`config.mk`:
```
export PLATFORM = sky130hd
export DESIGN_NAME = shared_reg_arbiter
export DESIGN_NICKNAME = d
export VERILOG_FILES = /design/src/rtl/shared_reg_arb_pkg.sv /design/src/rtl/shared_reg_arbiter_rr_pick.sv /design/src/rtl/shared_reg_arbiter.sv
export SDC_FILE = /design/constraint.sdc
export NUM_CORES = 1
export LEC_CHECK = 0
export CAP_MARGIN = 20
export CORE_ASPECT_RATIO = 0.9
export CORE_MARGIN = 3
export CORE_UTILIZATION = 43
export DETAILED_ROUTE_END_ITERATION = 16
export GPL_TIMING_DRIVEN = 0
export PLACE_DENSITY = 0.8
export SETUP_SLACK_MARGIN = 0.4
export SYNTH_ARGS = -nofsm -noshare
export SYNTH_HDL_FRONTEND = slang
export SYNTH_SLANG_ARGS = --single-unit
```
`constraint.sdc`:
```
create_clock -name clk -period 2.4 [get_ports clk]
set_clock_uncertainty 0.05 [all_clocks]
set_input_delay 0.48 -clock clk [delete_from_list [all_inputs] [get_ports clk]]
set_output_delay 0.48 -clock clk [all_outputs]
set_load 0.05 [all_outputs]
```
`src/rtl/shared_reg_arb_pkg.sv`:
```
// Shared types and helpers for the round-robin shared-register write arbiter.
package shared_reg_arb_pkg;

  typedef enum logic [1:0] {
    IDLE  = 2'd0,
    GRANT = 2'd1,
    HOLD  = 2'd2
  } state_t;

  localparam int CNT_W   = 16;
  localparam int MAX_REQ = 8;

  // One-hot decode of a requester index; callers truncate to their NUM_REQ.
  function automatic logic [MAX_REQ-1:0] onehot(input logic [2:0] idx);
    logic [MAX_REQ-1:0] oh_s;
    oh_s = 8'h01 << idx;
    return oh_s;
  endfunction

endpackage

```
`src/rtl/shared_reg_arbiter_rr_pick.sv`:
```
// Combinational round-robin picker: first set req at or above rr_ptr, wrapping.
module rr_pick #(
  parameter int NUM_REQ = 4,
  parameter int IDX_W   = 2
) (
  input  logic [NUM_REQ-1:0] req,
  input  logic [IDX_W-1:0]   rr_ptr,
  output logic               valid,
  output logic [IDX_W-1:0]   winner
);

  logic [IDX_W:0] sum_s;
  logic [IDX_W:0] idx_s;

  // Scan offsets from farthest to nearest so the nearest set request wins.
  always_comb begin
    valid  = 1'b0;
    winner = {IDX_W{1'b0}};
    sum_s  = {(IDX_W+1){1'b0}};
    idx_s  = {(IDX_W+1){1'b0}};
    for (int i = NUM_REQ-1; i >= 0; i--) begin
      sum_s  = {1'b0, rr_ptr} + (IDX_W+1)'(i);
      idx_s  = (sum_s >= (IDX_W+1)'(NUM_REQ)) ? (sum_s - (IDX_W+1)'(NUM_REQ)) : sum_s;
      valid  = valid | req[idx_s[IDX_W-1:0]];
      winner = req[idx_s[IDX_W-1:0]] ? idx_s[IDX_W-1:0] : winner;
    end
  end

endmodule

```
`src/rtl/shared_reg_arbiter.sv`:
```
// Round-robin write arbiter for one shared data register with a post-write hold window.
// Define SHARED_REG_ARB_CNT_EN to add the wr_count output counting accepted writes.
module shared_reg_arbiter
  import shared_reg_arb_pkg::*;
#(
  parameter int NUM_REQ  = 4,
  parameter int DATA_W   = 8,
  parameter int HOLD_CYC = 2
) (
  input  logic                        clk,
  input  logic                        rst,
  input  logic [NUM_REQ-1:0]          req,
  input  logic [NUM_REQ*DATA_W-1:0]   wdata,
  output logic [NUM_REQ-1:0]          gnt,
  output logic [DATA_W-1:0]           q,
  output logic                        busy
`ifdef SHARED_REG_ARB_CNT_EN
  ,
  output logic [CNT_W-1:0]            wr_count
`endif
);

  localparam int IDX_W = (NUM_REQ > 1) ? $clog2(NUM_REQ) : 1;

  state_t              state_r;
  logic [IDX_W-1:0]    rr_ptr_r;
  logic [3:0]          hold_cnt_r;
  logic [NUM_REQ-1:0]  gnt_r;
  logic [DATA_W-1:0]   q_r;
  logic                busy_r;
  logic                pick_valid_s;
  logic [IDX_W-1:0]    pick_winner_s;
  logic [DATA_W-1:0]   lane_s;

  rr_pick #(
    .NUM_REQ (NUM_REQ),
    .IDX_W   (IDX_W)
  ) u_rr_pick (
    .req    (req),
    .rr_ptr (rr_ptr_r),
    .valid  (pick_valid_s),
    .winner (pick_winner_s)
  );

  // Select the winning requester's data lane.
  always_comb begin
    lane_s = {DATA_W{1'b0}};
    for (int i = 0; i < NUM_REQ; i++) begin
      lane_s = (pick_winner_s == IDX_W'(i)) ? wdata[i*DATA_W +: DATA_W] : lane_s;
    end
  end

  // Arbitration FSM with pointer, hold counter, data register and registered outputs.
  always_ff @(posedge clk or posedge rst) begin
    if (rst) begin
      state_r    <= IDLE;
      rr_ptr_r   <= {IDX_W{1'b0}};
      hold_cnt_r <= 4'd0;
      gnt_r      <= {NUM_REQ{1'b0}};
      q_r        <= {DATA_W{1'b0}};
      busy_r     <= 1'b0;
    end else begin
      case (state_r)
        IDLE: begin
          if (pick_valid_s) begin
            q_r      <= lane_s;
            gnt_r    <= NUM_REQ'(onehot(3'(pick_winner_s)));
            rr_ptr_r <= (pick_winner_s == IDX_W'(NUM_REQ-1)) ? {IDX_W{1'b0}}
                                                             : pick_winner_s + IDX_W'(1);
            busy_r   <= 1'b1;
            state_r  <= GRANT;
          end else begin
            gnt_r  <= {NUM_REQ{1'b0}};
            busy_r <= 1'b0;
          end
        end
        GRANT: begin
          gnt_r <= {NUM_REQ{1'b0}};
          if (HOLD_CYC == 1) begin
            busy_r  <= 1'b0;
            state_r <= IDLE;
          end else begin
            hold_cnt_r <= 4'(HOLD_CYC - 2);
            busy_r     <= 1'b1;
            state_r    <= HOLD;
          end
        end
        HOLD: begin
          gnt_r <= {NUM_REQ{1'b0}};
          if (hold_cnt_r == 4'd0) begin
            busy_r  <= 1'b0;
            state_r <= IDLE;
          end else begin
            hold_cnt_r <= hold_cnt_r - 4'd1;
          end
        end
        default: begin
          gnt_r   <= {NUM_REQ{1'b0}};
          busy_r  <= 1'b0;
          state_r <= IDLE;
        end
      endcase
    end
  end

  assign gnt  = gnt_r;
  assign q    = q_r;
  assign busy = busy_r;

`ifdef SHARED_REG_ARB_CNT_EN
  logic [CNT_W-1:0] wr_count_r;

  // Count every entry into GRANT; wraps naturally at the counter width.
  always_ff @(posedge clk or posedge rst) begin
    if (rst) begin
      wr_count_r <= {CNT_W{1'b0}};
    end else if ((state_r == IDLE) && pick_valid_s) begin
      wr_count_r <= wr_count_r + 16'd1;
    end else begin
      wr_count_r <= wr_count_r;
    end
  end

  assign wr_count = wr_count_r;
`endif

endmodule

```
### Word level (Yosys, flattened, before mapping)

Cells that the tools add are included.

| storage, ports and cells | value |
|---|---|
| register bits | 21 |
| input bits | 38 |
| output and inout port bits | 13 |
| logic and storage cells | 73 |

| operators by class | value |
|---|---|
| add/sub/neg operators | 9 |
| $lt $le $gt $ge | 8 |
| equal/unequal tests | 8 |
| shift-type cells | 1 |
| mux-type cells | 31 |
| bitwise gates (word level) | 3 |
| reductions and logical operators | 7 |

Operators with widths:

| operator | number |
|---|---|
| $mux W8 | 4 |
| $mux W2 | 11 |
| $lt A2 B3 Y1 const B | 4 |
| $mux W4 | 3 |
| $ge A3 B3 Y1 const B | 3 |
| $bmux W1 S2 | 4 |
| $pmux W4 S2 | 1 |
| $sub A2 B1 Y2 const B | 4 |
| $add A2 B2 Y3 const B | 2 |
| $eq A2 B2 Y1 const B | 3 |
| $mux W1 | 6 |
| $ne A2 B2 Y1 const B | 3 |
| $pmux W2 S3 | 1 |
| $reduce_and A2 Y1 | 3 |
| $eq A2 B1 Y1 const B | 2 |
| $logic_not A2 Y1 | 2 |
| $logic_not A4 Y1 | 1 |
| $shl A1 B2 Y4 const A | 1 |
| $sub A4 B1 Y4 const B | 1 |
| $add A2 B1 Y3 const B | 1 |
| $ge A2 B3 Y1 const B | 1 |
| $or A1 B1 Y1 | 3 |
| $pmux W1 S3 | 1 |
| $add A2 B1 Y2 const B | 1 |
| $reduce_bool A2 Y1 | 1 |

### Logic depth before layout (Yosys ltp)

| depth | value |
|---|---|
| depth after elaboration | 14 |
| mapped depth | 11 |
| depth with buffers taken out | 9 |

### By module

From an unflattened synthesis, not the netlist that was laid out.

| unflattened totals | value |
|---|---|
| cells, all modules | 140 |
| area total of the unflattened synthesis | 1333.8 sq um |

Modules (own cells, without submodules):

| module | instances | cells each | area each (sq um) | seq. area each (sq um) |
|---|---|---|---|---|
| shared_reg_arbiter | 1 | 127 | 1256.2 | 525.5 |
| rr_pick | 1 | 13 | 77.6 | 0.0 |

### Worst setup path before layout

No wires, ideal clock.

| timing | value |
|---|---|
| kind | input to register |
| from | input port req[2] |
| to | register q_r[0] (netlist: q[0]) |
| setup time | 0.124 ns |
| arrival time | 1.883 ns |
| data required time | 2.226 ns |
| slack | 0.343 ns |
| stages | 11 |
| path buffers | 2 |
| cells stage by stage | inv_1 o221ai_1 a21oi_1 inv_1 ha_1 buf_2 buf_2 a21oi_1 o21ai_0 a22oi_1 a21oi_1 |

| on the way | value |
|---|---|
| word-level cells in the longest chain between the ends | 11 |
| elaborated cells between the ends (all ways) | 24 |
| those cells by class | eq/ne: 3; mux: 16; bitwise: 3; reduce/logical: 2 |

Ends and longest elaborated chain:

| element | RTL line | text |
|---|---|---|
| start: declaration | shared_reg_arbiter.sv:12 | `input logic [NUM_REQ-1:0] req,` |
| $bmux W1 S2 | shared_reg_arbiter_rr_pick.sv:24, shared_reg_arbiter_rr_pick.sv:25 |  |
| $mux W1 (not written as such) | shared_reg_arbiter_rr_pick.sv:24, shared_reg_arbiter_rr_pick.sv:25 |  |
| $mux W2 (4 in a row) | shared_reg_arbiter_rr_pick.sv:25 | `winner = req[idx_s[IDX_W-1:0]] ? idx_s[IDX_W-1:0] : winner;` |
| $logic_not A2 Y1 | shared_reg_arbiter.sv:49 | `lane_s = (pick_winner_s == IDX_W'(i)) ? wdata[i*DATA_W +: DATA_W] : lane_s;` |
| $mux W8 (4 in a row) | shared_reg_arbiter.sv:49 |  |
| end signal: assignment | shared_reg_arbiter.sv:60 | `q_r <= {DATA_W{1'b0}};` |
| end signal: assignment | shared_reg_arbiter.sv:66 | `q_r <= lane_s;` |
| end: declaration | shared_reg_arbiter.sv:29 | `logic [DATA_W-1:0] q_r;` |

Several ways; a longest one is shown, not always the timed one. The select of a mux whose other input is x is not followed.
A chain may end at the register's enable or synchronous reset.

### Final worst setup path

| timing | value |
|---|---|
| from | register rr_ptr_r[1] |
| to | register q_r[0] (netlist: q[0]) |

| on the way | value |
|---|---|
| word-level cells in the longest chain between the ends | 14 |
| elaborated cells between the ends (all ways) | 39 |
| those cells by class | add/sub: 7; order compare: 4; eq/ne: 3; mux: 20; bitwise: 3; reduce/logical: 2 |

Ends and longest elaborated chain:

| element | RTL line | text |
|---|---|---|
| start: declaration | shared_reg_arbiter.sv:26 | `logic [IDX_W-1:0] rr_ptr_r;` |
| start signal: assignment | shared_reg_arbiter.sv:57 | `rr_ptr_r <= {IDX_W{1'b0}};` |
| start signal: assignment | shared_reg_arbiter.sv:68 | `rr_ptr_r <= (pick_winner_s == IDX_W'(NUM_REQ-1)) ? {IDX_W{1'b0}}` |
| $add A2 B2 Y3 | shared_reg_arbiter_rr_pick.sv:22 | `sum_s = {1'b0, rr_ptr} + (IDX_W+1)'(i);` |
| $ge A3 B3 Y1 / $sub A2 B1 Y2 (equally long branches) | shared_reg_arbiter_rr_pick.sv:23 | `idx_s = (sum_s >= (IDX_W+1)'(NUM_REQ)) ? (sum_s - (IDX_W+1)'(NUM_REQ)) : sum_s;` |
| $mux W2 | shared_reg_arbiter_rr_pick.sv:23 |  |
| $bmux W1 S2 | shared_reg_arbiter_rr_pick.sv:24, shared_reg_arbiter_rr_pick.sv:25 |  |
| $mux W1 (not written as such) | shared_reg_arbiter_rr_pick.sv:24, shared_reg_arbiter_rr_pick.sv:25 |  |
| $mux W2 (4 in a row) | shared_reg_arbiter_rr_pick.sv:25 |  |
| $logic_not A2 Y1 | shared_reg_arbiter.sv:49 |  |
| $mux W8 (4 in a row) | shared_reg_arbiter.sv:49 |  |

Several ways; a longest one is shown, not always the timed one. The select of a mux whose other input is x is not followed.

==> impl_metrics.ini <==
[route]
drc = 0
ant_nets = 0
via_per_inst = 5.11
vias = 1261
drt_iter0_markers = 62
routed_wl_mm = 3.31
wl_per_cell_um = 13.4
dr.pass1.iters = 4

[synth]
ys_seq_elements = 21
synth_area_per_cell_um2 = 8.66
seq_area_frac_synth_pct = 41.3
synth_flop_cell = dfrtp_1
synth_warnings = 0
async_reset_ff_share_pct = 100
synth_edf_count = 0
yosysUniqueCellTypes = 26
mappedNetlistArea_um2 = 1270
syn_inst = 147
synth_fp_nets = 190

[timing]
finalSetupViolCount = 0
finalMaxSlewViolations = 0
worst_slack_ns = 0.345
rsz0062_at_grt = yes
clock.fmax_mhz = 487
min_period_ns = 2.05
finalCritPeriodShare_pct = 85.6
tightestPinTransition_ns = 0.755
hold_slack_ns = 0.483
final-hold-violation-count = 0
max_slew_margin_pct = 49.6

[final_layout]
regArea_um2 = 527
layout_commonest_cell = clkdlybuf4s50_1
design_area_um2 = 1970
area_growth_pct = 55.2
multi_input_comb_area_um2 = 657
layout_common_cells = clkdlybuf4s50_1 (33), a21oi_1 (27), dfrtp_1 (20)
n_fill_cell = 241
drive_above_1_share_pct = 21.7
diodes = 0
nets = 251
finalCoreUtilization_pct = 70.7

[floorplanning]
die_h_um = 57.6
num_rows = 18
die_area_um2 = 3650
pin_count = 51
initial_core_util_pct = 45.6
core_um2 = 2790
die_w_um = 63.3

[setup_path]
start_kind = flip-flop
cp_max_fo = 5
worst_ep_arrival_time_ns = 2.19
end_kind = flip-flop
crit_type = reg -> reg
required_ns = 2.53

[clock_network]
cts-root-buf = clkbuf_4
clk_pin_slew_ns = 0.12
clock-sinks = 21
cts_hold_buf = 0
clkLatencyLatePin_ns = 0.30
cts_buffers = 3
clockBufferDepth = 2
htree_num_levels = 1
cts_tree = yes

[global_routing]
grt_max_degree = 22
first_global_vias = 1285
track_usage_pct = 19.0
grt_pass1_wl_mm = 5.50
overflow = 0
antenna_found_initial = 0

[place]
place.gp.congestion = 0.734
place_area_um2 = 1860
dpl_worst_slack_ns = -0.385
place_hpwl_mm = 2.50
port_buffers = 50

[power]
p_leak_nw = 0.937
ir_drop_mv = 0.723
powerDensity_nw_per_um2 = 1140

[outcome]
outcome = completed

[job]
cap_violations = 0

[min_path]
worstHoldPathType = reg -> reg
-- logic make-up (layout without fill, tap and decap cells) --
family	Yosys count	in the layout	synth area share (%)
AOI/OAI and AO/OA	57	57	27.5
and+or+nand+nor	33	33	14.9
buffers and inverters	30	90	10.5
DFF	21	21	41.3
adders and majority gates	5	5	4.92
muxes	1	1	0.787
-- registers in the layout (all words and copies together), names as in the netlist --
signal / cells
gnt: 4
rr_ptr_r: 2
hold_cnt_r: 4
busy: 1
state_r: 2
q: 8
-- metal layers --
layer | part of all wire [%] | global-route usage [%]
met5 | 0 | 0
met2 | 51 | 34.4
met4 | 0 | 4.00
met3 | 7.3 | 6.30
met1 | 42 | 21.9
-- critical path: stages, from the launching register on --
cell and delay (ns):
dfrtp_1 0.43, a21o_2 0.23, a21oi_2 0.11, o22a_1 0.21, inv_2 0.07, ha_4 0.16, buf_6 0.12, buf_8 0.12
a21oi_2 0.10, o21ai_1 0.07, a22oi_1 0.17, a21oi_1 0.09
-- power breakdown --
group,internal (W),switching [W]
Sequential,0.000489,0.000102
Combinational,0.000588,0.000902
Clock,0.0000621,0.000106
Total,0.00114,0.00111
-- cell usage after synthesis (2+ instances only) --
| cell | instances | area share, % |
|---|---|---|
| a21oi_1 | 30 | 12 |
| a22oi_1 | 8 | 4.7 |
| and2_2 | 4 | 2.4 |
| buf_2 | 3 | 1.2 |
| buf_6 | 2 | 1.8 |
| clkbuf_2 | 2 | 0.79 |
| dfrtp_1 | 21 | 41 |
| ha_1 | 5 | 4.9 |
| inv_1 | 21 | 6.2 |
| nand2_1 | 13 | 3.8 |
| nand3_1 | 2 | 0.79 |
| nor2_1 | 10 | 3.0 |
| nor4_4 | 2 | 3.3 |
| o21ai_0 | 11 | 4.3 |
| o221ai_1 | 2 | 1.4 |
-- worst paths after layout --
kind | cells after the start | start | slack (ns) | endpoint
max reg2reg | 11 | rr_ptr_r[1]$_DFFE_PP0P_ | 0.35 | q[0]$_DFFE_PP0P_
min in group asynchronous | 2 | rst | 0.54 | q[7]$_DFFE_PP0P_
min | 2 | busy$_DFFE_PP0P_ | 0.48 | busy$_DFFE_PP0P_
max | 11 | rr_ptr_r[1]$_DFFE_PP0P_ | 0.35 | q[0]$_DFFE_PP0P_
max in group asynchronous | 2 | rst | 1.24 | rr_ptr_r[0]$_DFFE_PP0P_
min reg2reg | 2 | busy$_DFFE_PP0P_ | 0.48 | busy$_DFFE_PP0P_
-- cell type report --
class	count	share of cell area, %
multi-input cells	96	33.3
repair buffers	56	27.8
flip-flops and latches	21	26.7
plain buffers	9	4.31
inverters	21	3.99
well taps	40	2.53
clock buffers	3	1.14
clock inverters	1	0.253
-- metrics by stage --
step / TNS [ns] / std cells / power (W)
floorplan: 0 / 147 / 0.00157
detailed placement: -3.01 / 237 / 0.00200
finish: 0 / 247 / 0.00225
CTS: 0 / 245 / 0.00216
global route: 0 / 247 / 0.00243
global placement: -2.43 / 237 / 0.00196
-- repair_timing --
action,in CTS,in global routing
gates resized for setup,24,22
setup endpoints to repair,22,11
setup buffers,4,0
pin swaps,4,7
gates cloned,0,2
No activity file was read; power rests on OpenSTA's default activity.
